## config.mk

```make
export PLATFORM = sky130hd
export DESIGN_NAME = length_arbiter
export DESIGN_NICKNAME = d
export VERILOG_FILES = /design/src/rtl/length_arbiter.sv
export SDC_FILE = /design/constraint.sdc
export NUM_CORES = 1
export LEC_CHECK = 0
export ABC_AREA = 1
export CORE_AREA = 2 2 261 263
export CTS_BUF_LIST = sky130_fd_sc_hd__clkbuf_4 sky130_fd_sc_hd__clkbuf_8
export CTS_CLUSTER_SIZE = 12
export DETAILED_ROUTE_END_ITERATION = 16
export DIE_AREA = 0 0 263 265
export PLACE_DENSITY = 0.43
export SYNTH_ARGS = -nofsm -noshare
export SYNTH_HDL_FRONTEND = slang
export SYNTH_SLANG_ARGS = --single-unit
```

## constraint.sdc

```tcl
create_clock -name clk -period 15.3 [get_ports clk]
set_clock_uncertainty 0.05 [all_clocks]
set_input_delay 2.295 -clock clk [delete_from_list [all_inputs] [get_ports clk]]
set_output_delay 2.295 -clock clk [all_outputs]
set_load 0.05 [all_outputs]
```

## src/rtl/length_arbiter.sv

```systemverilog
// length_arbiter
// Round-robin scheduler that shares one pipelined vec3 length unit between
// NUM_REQ requesters. Each issue is tagged with its requester index in an
// in-order tag FIFO, and each returned length is routed to that requester's
// response holding register. A requester may have one request outstanding.
module length_arbiter #(
    parameter int NUM_REQ    = 4,
    parameter int TAG_W      = $clog2(NUM_REQ),
    parameter int WORD_WIDTH = 32
) (
    input  logic                                  clk,
    input  logic                                  rst,
    input  logic [NUM_REQ-1:0]                    req_valid,
    output logic [NUM_REQ-1:0]                    req_ready,
    input  logic [NUM_REQ-1:0][3*WORD_WIDTH-1:0]  req_vec,
    output logic [NUM_REQ-1:0]                    resp_valid,
    input  logic [NUM_REQ-1:0]                    resp_ready,
    output logic [NUM_REQ-1:0][WORD_WIDTH-1:0]    resp_length,
    output logic [3*WORD_WIDTH-1:0]               len_vec,
    output logic                                  len_valid_in,
    input  logic [WORD_WIDTH-1:0]                 len_length,
    input  logic                                  len_valid_out,
    output logic                                  busy,
    output logic                                  err_orphan
);

    localparam int               CNT_W       = $clog2(NUM_REQ + 1);
    localparam logic [TAG_W:0]   NUM_REQ_EXT = (TAG_W + 1)'(NUM_REQ);
    localparam logic [TAG_W-1:0] LAST_IDX    = TAG_W'(NUM_REQ - 1);

    logic [NUM_REQ-1:0] pending;
    logic [NUM_REQ-1:0] eligible;
    logic [NUM_REQ-1:0] accept;
    logic [TAG_W-1:0]   rr_ptr;
    logic [TAG_W-1:0]   grant_idx;
    logic               grant_found;
    logic [TAG_W:0]     idx_sum;

    logic [TAG_W-1:0]   tag_mem [NUM_REQ];
    logic [TAG_W-1:0]   wr_ptr;
    logic [TAG_W-1:0]   rd_ptr;
    logic [TAG_W-1:0]   head_tag;
    logic [CNT_W-1:0]   fifo_cnt;
    logic               fifo_empty;
    logic               push;
    logic               pop;

    assign eligible   = req_valid & ~pending;
    assign accept     = req_valid & req_ready;
    assign push       = |accept;
    assign fifo_empty = (fifo_cnt == '0);
    assign pop        = len_valid_out & ~fifo_empty;
    assign head_tag   = tag_mem[rd_ptr];
    assign busy       = |pending;

    // Search for the first eligible requester at or after rr_ptr, with wrap.
    always_comb begin
        grant_found = 1'b0;
        grant_idx   = '0;
        idx_sum     = '0;
        for (int k = 0; k < NUM_REQ; k++) begin
            idx_sum = {1'b0, rr_ptr} + (TAG_W + 1)'(k);
            if (idx_sum >= NUM_REQ_EXT) begin
                idx_sum = idx_sum - NUM_REQ_EXT;
            end
            if (!grant_found && eligible[idx_sum[TAG_W-1:0]]) begin
                grant_found = 1'b1;
                grant_idx   = idx_sum[TAG_W-1:0];
            end
        end
    end

    // One-hot grant; forced to zero while reset is asserted so it drops
    // without waiting for a clock edge.
    always_comb begin
        req_ready = '0;
        if (grant_found && !rst) begin
            req_ready[grant_idx] = 1'b1;
        end
    end

    // Issue stage: forward the winning vector and advance the round-robin pointer.
    always_ff @(posedge clk or posedge rst) begin
        if (rst) begin
            rr_ptr       <= '0;
            len_vec      <= '0;
            len_valid_in <= 1'b0;
        end else begin
            len_valid_in <= push;
            if (push) begin
                len_vec <= req_vec[grant_idx];
                rr_ptr  <= (grant_idx == LAST_IDX) ? '0 : grant_idx + 1'b1;
            end
        end
    end

    // Tag FIFO: occupancy is bounded by NUM_REQ because of the pending rule.
    always_ff @(posedge clk or posedge rst) begin
        if (rst) begin
            wr_ptr   <= '0;
            rd_ptr   <= '0;
            fifo_cnt <= '0;
            for (int i = 0; i < NUM_REQ; i++) begin
                tag_mem[i] <= '0;
            end
        end else begin
            if (push) begin
                tag_mem[wr_ptr] <= grant_idx;
                wr_ptr          <= (wr_ptr == LAST_IDX) ? '0 : wr_ptr + 1'b1;
            end
            if (pop) begin
                rd_ptr <= (rd_ptr == LAST_IDX) ? '0 : rd_ptr + 1'b1;
            end
            if (push && !pop) begin
                fifo_cnt <= fifo_cnt + 1'b1;
            end else if (pop && !push) begin
                fifo_cnt <= fifo_cnt - 1'b1;
            end
        end
    end

    // Response routing, pending tracking and the sticky orphan-result flag.
    always_ff @(posedge clk or posedge rst) begin
        if (rst) begin
            pending     <= '0;
            resp_valid  <= '0;
            resp_length <= '0;
            err_orphan  <= 1'b0;
        end else begin
            pending <= (pending & ~(resp_valid & resp_ready)) | accept;
            for (int i = 0; i < NUM_REQ; i++) begin
                if (pop && head_tag == TAG_W'(i)) begin
                    resp_valid[i]  <= 1'b1;
                    resp_length[i] <= len_length;
                end else if (resp_ready[i]) begin
                    resp_valid[i] <= 1'b0;
                end
            end
            if (len_valid_out && fifo_empty) begin
                err_orphan <= 1'b1;
            end
        end
    end

endmodule

```

# After elaboration in Yosys (flattened, before gate mapping)
# Cells that the tools add are included.
# W data, S select, Z words.
totals:
  reg_bits: 251
op_classes:
  add_sub_neg: 12
  magnitude_cmp: 13
  eq_ne: 6
  n_mux: 44
  n_bitwise: 11
  n_reduce_logical: 28
op_table:
  columns: ["op", "n"]
  rows:
  - ["$bmux W96 S2", 1]
  - ["$mux W96", 1]
  - ["$mux W2", 14]
  - ["$mux W1", 17]
  - ["$and A4 B4 Y4", 4]
  - ["$ge A3 B3 Y1 const B", 5]
  - ["$lt A2 B3 Y1 const B", 5]
  - ["$logic_and A1 B1 Y1", 13]
  - ["$eq A2 B2 Y1 const B", 5]
  - ["$reduce_bool A2 Y1", 5]
  - ["$bmux W1 S2", 4]
  - ["$bwmux W8", 1]
  - ["$not A4 Y4", 2]
  - ["$reduce_or A4 Y1", 2]
  - ["$sub A2 B1 Y2 const B", 4]
  - ["$add A2 B1 Y2 const B", 3]
  - ["$add A2 B2 Y3 const B", 2]
  - ["$logic_not A1 Y1", 6]
  - ["$mux W3", 2]
  - ["$not A2 Y3", 2]
  - ["$bmux W2 S2", 1]
  - ["$demux W2 S2", 1]
  - ["$mux W4", 1]
  - ["$or A4 B4 Y4", 1]
  - ["12 further kinds", 12]

# Longest topological paths before layout
logic_depth:
  word_depth: 25
  ltp_mapped: 25

# Worst setup path after synthesis
# OpenSTA, ideal clock, no wires.
synth_timing:
  path_kind: "input-to-output"
  from: "in rst"
  to: "out req_ready[0]"
  arrival_ns: 9.457
  required_time_ns: 12.955
  path_slack_ns: 3.498
  path_stages: 6
  n_path_buf: 2
  cell_sequence: "inv_1 o21ai_1 or2_1 buf_2 buf_4 nor2_1"
synth_via:
  elab_chain_len: 3
synth_rtl:
  columns: ["item", "line_no", "rtl"]
  rows:
  - ["start: declaration", "12", "input logic rst,"]
  - ["$logic_not A1 Y1 (no source line)", null, null]
  - ["$logic_and A1 B1 Y1", "77", "if (grant_found && !rst) begin"]
  - ["$mux W4", "77", null]
  - ["end: declaration", "14", "output logic [NUM_REQ-1:0] req_ready,"]
# Every way passes these cells.

# Final worst setup path
layout_timing:
  from: "in req_valid[3]"
  to: "out req_ready[2]"
layout_via:
  elab_chain_len: 18
layout_rtl:
  columns: ["item", "line_no", "rtl"]
  rows:
  - ["start: declaration", "13", "input logic [NUM_REQ-1:0] req_valid,"]
  - ["$and A4 B4 Y4 (*)", "48", "assign eligible = req_valid & ~pending;"]
  - ["$bmux W1 S2", "66", "if (!grant_found && eligible[idx_sum[TAG_W-1:0]]) begin"]
  - ["$mux W1 (not written as such)", "66", null]
  - ["$mux W1", "66", null]
  - ["$logic_not A1 Y1", "66", null]
  - ["$logic_and A1 B1 Y1", "66", null]
  - ["$mux W1", "66", null]
  - ["$logic_not A1 Y1", "66", null]
  - ["(+2 left out)", null, null]
  - ["$logic_not A1 Y1", "66", null]
  - ["$logic_and A1 B1 Y1", "66", null]
  - ["$mux W2", "66", null]
  - ["$lt A2 B3 Y1 (not written as such) / $ge A2 B1 Y1 (equally long branches)", "78", "req_ready[grant_idx] = 1'b1;"]
  - ["$logic_and A1 B1 Y1 (not written as such)", "78", null]
  - ["$mux W1 (not written as such)", "78", null]
  - ["$demux W1 S2", "78", null]
  - ["$mux W4 (*)", "77", null]
# Mark *: on every way between the ends. The rest lies on a longest branch, timed or not. The select of a mux whose other input is x is not followed.

==> results by group <==
STA
  • Setup Viol. Count Final: 0
  • Slew @ Worst Pin: 1361 ps
  • Final Hold Viols: 0
  • Unrepaired setup endpoints after global routing: false
  • Worst rel slew slack: 9.244%
  • Max-slew violation count: 0
  • Fmax: 114.8 MHz
  • Final min period: 8714 ps
  • Fin Setup TNS: 0 ps
  • Ratio of final minimum period to clock period: 56.96%

Setup path
  • CP Buf/Inv Count: 3
  • R2R Setup Slk: 9560 ps
  • Req. time, crit path: 12960 ps
  • Cell Chain, Critical Path: clkdlybuf4s50_1 -> nand3_1 -> nand2_1 -> nand2_1 -> nand2_1 -> nand4_1 -> nand2_8 -> or2_4 -> buf_4 -> nor2_1 -> clkdlybuf4s50_1
  • Cells on worst reg2reg path: 21
  • Worst R2R Start: rr_ptr[0]
  • Crit Path Max Fanout: 74
  • Delay of the slowest cell on the worst path: 760 ps
  • Critical path arrival: 6370 ps
  • Slowest cell on crit path: clkdlybuf4s50_1
  • R2r endpoint: fifo_cnt[1]
  • Crit path top cell by count: nand2_1
  • WS Path Type: in2out
  • CP delay by family, top: buffers and inverters
  • Nature of the critical path startpoint: primary input
  • Crit. End Element: output pin

Logic synthesis
  • Net Count, Synth: 2146
  • Mapped Cells: 1711
  • YS warnings: 0
  • Post-synth top area share: 48.88%
  • Leading area contributor after synthesis: dfrtp_1
  • Synthesized flop and latch total: 251
  • Synthesized area: 12850 um^2
  • Avg Cell Area, Syn: 7.509 um^2
  • Ranking of synthesized cells by area: dfrtp_1 49%, nand2_1 20%, nand3_1 12%
  • Synth cell types: 30
  • Sequential fraction of the synthesis area: 48.88%

Hold path
  • Hold Path Depth: 2
  • Hold_sp: tag_mem[6]
  • Worst hold path endpoint: tag_mem[6]
  • Hold WC Path Type: reg2reg

Layout
  • Layout area overhead: 64.49%
  • Share of post-route cells with drive strength above 1: 5.096%
  • Sequential cell area: 6281 um^2
  • Commonest non-fill, non-tap cell in the layout: nand2_1
  • Final core utilization: 31.64%
  • Final net count: 2739
  • Fillers: 7092
  • Final Instance Area: 21130 um^2
  • Commonest cells after routing, fill and taps aside: 677 x nand2_1, 661 x clkdlybuf4s50_1, 310 x nand3_1
  • Area of the multi-input gates: 5784 um^2

Floorplanning
  • Starting density of the core: 19.23%
  • CORE AREA: 66800 um^2
  • Die Height: 265 um
  • Row cnt: 95
  • Area of the die: 69700 um^2
  • # IOs: 662
  • Die X: 263 um

Flow run
  • Max-cap violations: 0

Clock tree
  • Post-CTS Setup Inserts: 0
  • CTS Hold Bufs: 0
  • Post-cts resize count: 0
  • CTS Sinks: 251
  • Clk root buf: clkbuf_8
  • H-Tree Depth: 2
  • Clock buffer depth: 3
  • CTS tree: yes
  • Clk_lat worst skew: 610 ps
  • Clock-pin slew on the worst setup and hold paths: 50 ps
  • Total CTS buffers: 49

Global route
  • Global Route met1 Usage: 21.38%
  • M3 GR Usage: 5.444%
  • Met2 Resource Use GR: 30.37%
  • GRT Util Overall: 17.57%
  • First-pass GRT wire length: 93980 um
  • Gr busiest metal: met2
  • Largest net degree at the start of global routing: 127
  • Initial antenna violation count: 9
  • Grt total ovfl: 0
  • Vias in the first global route: 14452

Power and ir drop
  • Worst VDD drop: 0.1611 mV
  • Leak: 9.492 nW
  • PD cells: 295.3 nW/um^2

Place
  • DP Area: 20120 um^2
  • Global placement routability congestion: 0.8987
  • DP Wirelength: 46500 um
  • Port bufs: 661

Routing
  • Final wirelength: 63590 um
  • Vias per Instance: 4.458
  • DR pass1 iterations: 5
  • Initial DRC count: 919
  • Vias: 14325
  • Wire length per cell: 19.79 um
  • Final ANT Viol Nets: 0
  • Remaining DRCs: 0

Outcome
  • Status: complete, no violations
[routing by layer]
metal  wire length [um]  up-vias
li1                   -     6874
met1              26390     6777
met2              31230      583
met3               4900       85
met4               1037        6
met5                 34        -
[power by group]
group          internal, mW  leakage (nW)  switching [mW]
logic                  1.27          5.83            3.07
registers              1.01          3.12           0.185
clock network         0.404         0.539           0.305
[flip-flops by register name, indices dropped and copies added (netlist names)]
| register | cells |
|---|---|
| resp_length | 128 |
| len_vec | 96 |
| tag_mem | 8 |
| pending | 4 |
| resp_valid | 4 |
| fifo_cnt | 3 |
| rd_ptr | 2 |
| rr_ptr | 2 |
| wr_ptr | 2 |
| err_orphan | 1 |
| len_valid_in | 1 |
[worst register-to-register path, cell delays in order (launching register included)]
cell	delay, ps
dfrtp_1	530
inv_4	110
nand3_1	120
nand2_1	90
nand2_1	70
nand2_1	80
nand2_1	100
nand2_1	70
nand2_1	60
nand2_1	80
nor2_4	80
buf_4	440
clkinv_2	710
ha_1	470
inv_1	70
nor2_1	80
nand2_4	440
nand3_4	680
ha_1	540
inv_1	100
fa_1	410
mux2_2	270
[metrics by stage]
stage / setup WS [ps] / power, mW / instances / hold WS (ps)
global route: 6179 / 6.757 / 3211 / 448.3
finish: 6586 / 6.240 / 3213 / 420.7
CTS: 6397 / 6.357 / 3208 / 426.8
floorplan: 3498 / 4.113 / 1711 / 392.2
global placement: 6453 / 5.579 / 3126 / 408.9
detailed placement: 6405 / 5.610 / 3126 / 413.1
[worst max path at each step]
| stage | startpoint | endpoint | slack, ps | depth (start not counted) |
|---|---|---|---|---|
| 5_1_grt | req_valid[3] | req_ready[3] | 6180 | 15 |
| 3_3_place_gp | req_valid[3] | req_ready[3] | 6450 | 15 |
| 6_report | req_valid[3] | req_ready[2] | 6590 | 11 |
| 4_1_cts | req_valid[3] | req_ready[3] | 6400 | 15 |
| 3_5_place_dp | req_valid[3] | req_ready[3] | 6400 | 15 |
| 2_1_floorplan | rst | req_ready[0] | 3500 | 6 |
[cell families (layout without fill, tap and decap cells)]
kind of cell / Yosys count / count (layout) / synth area share [%]
compound gates: 149 / 149 / 5.901
xor+xnor: 2 / 2 / 0.1364
fa+ha+maj: 8 / 8 / 0.8374
buf+inv: 190 / 814 / 6.378
flops: 251 / 251 / 48.88
mux: 1 / 1 / 0.08764
other cells: 0 / 5 / 0
simple gates: 1110 / 1110 / 37.77
[cells in the mapped netlist (all sizes together)]
library cell	number
a21oi	7
a31o	1
a32o	1
a32oi	1
buf	60
clkbuf	75
dfrtp	251
fa	1
ha	7
inv	55
mux2	1
nand2	684
nand3	313
nand4	100
nor2	10
o21ai	139
or2	3
xnor2	1
xor2	1
[final cells by class]
class                      count  share of cell area (%)
timing repair buffer         677                   31.87
sequential                   251                   29.72
multi-input combinational   1270                   27.37
tap                          873                   5.168
clock buffer                  76                   4.446
inverter                      55                   1.054
clock inverter                 6                  0.3079
antenna                        5                 0.05920
No activity file was read; power rests on OpenSTA's default activity.
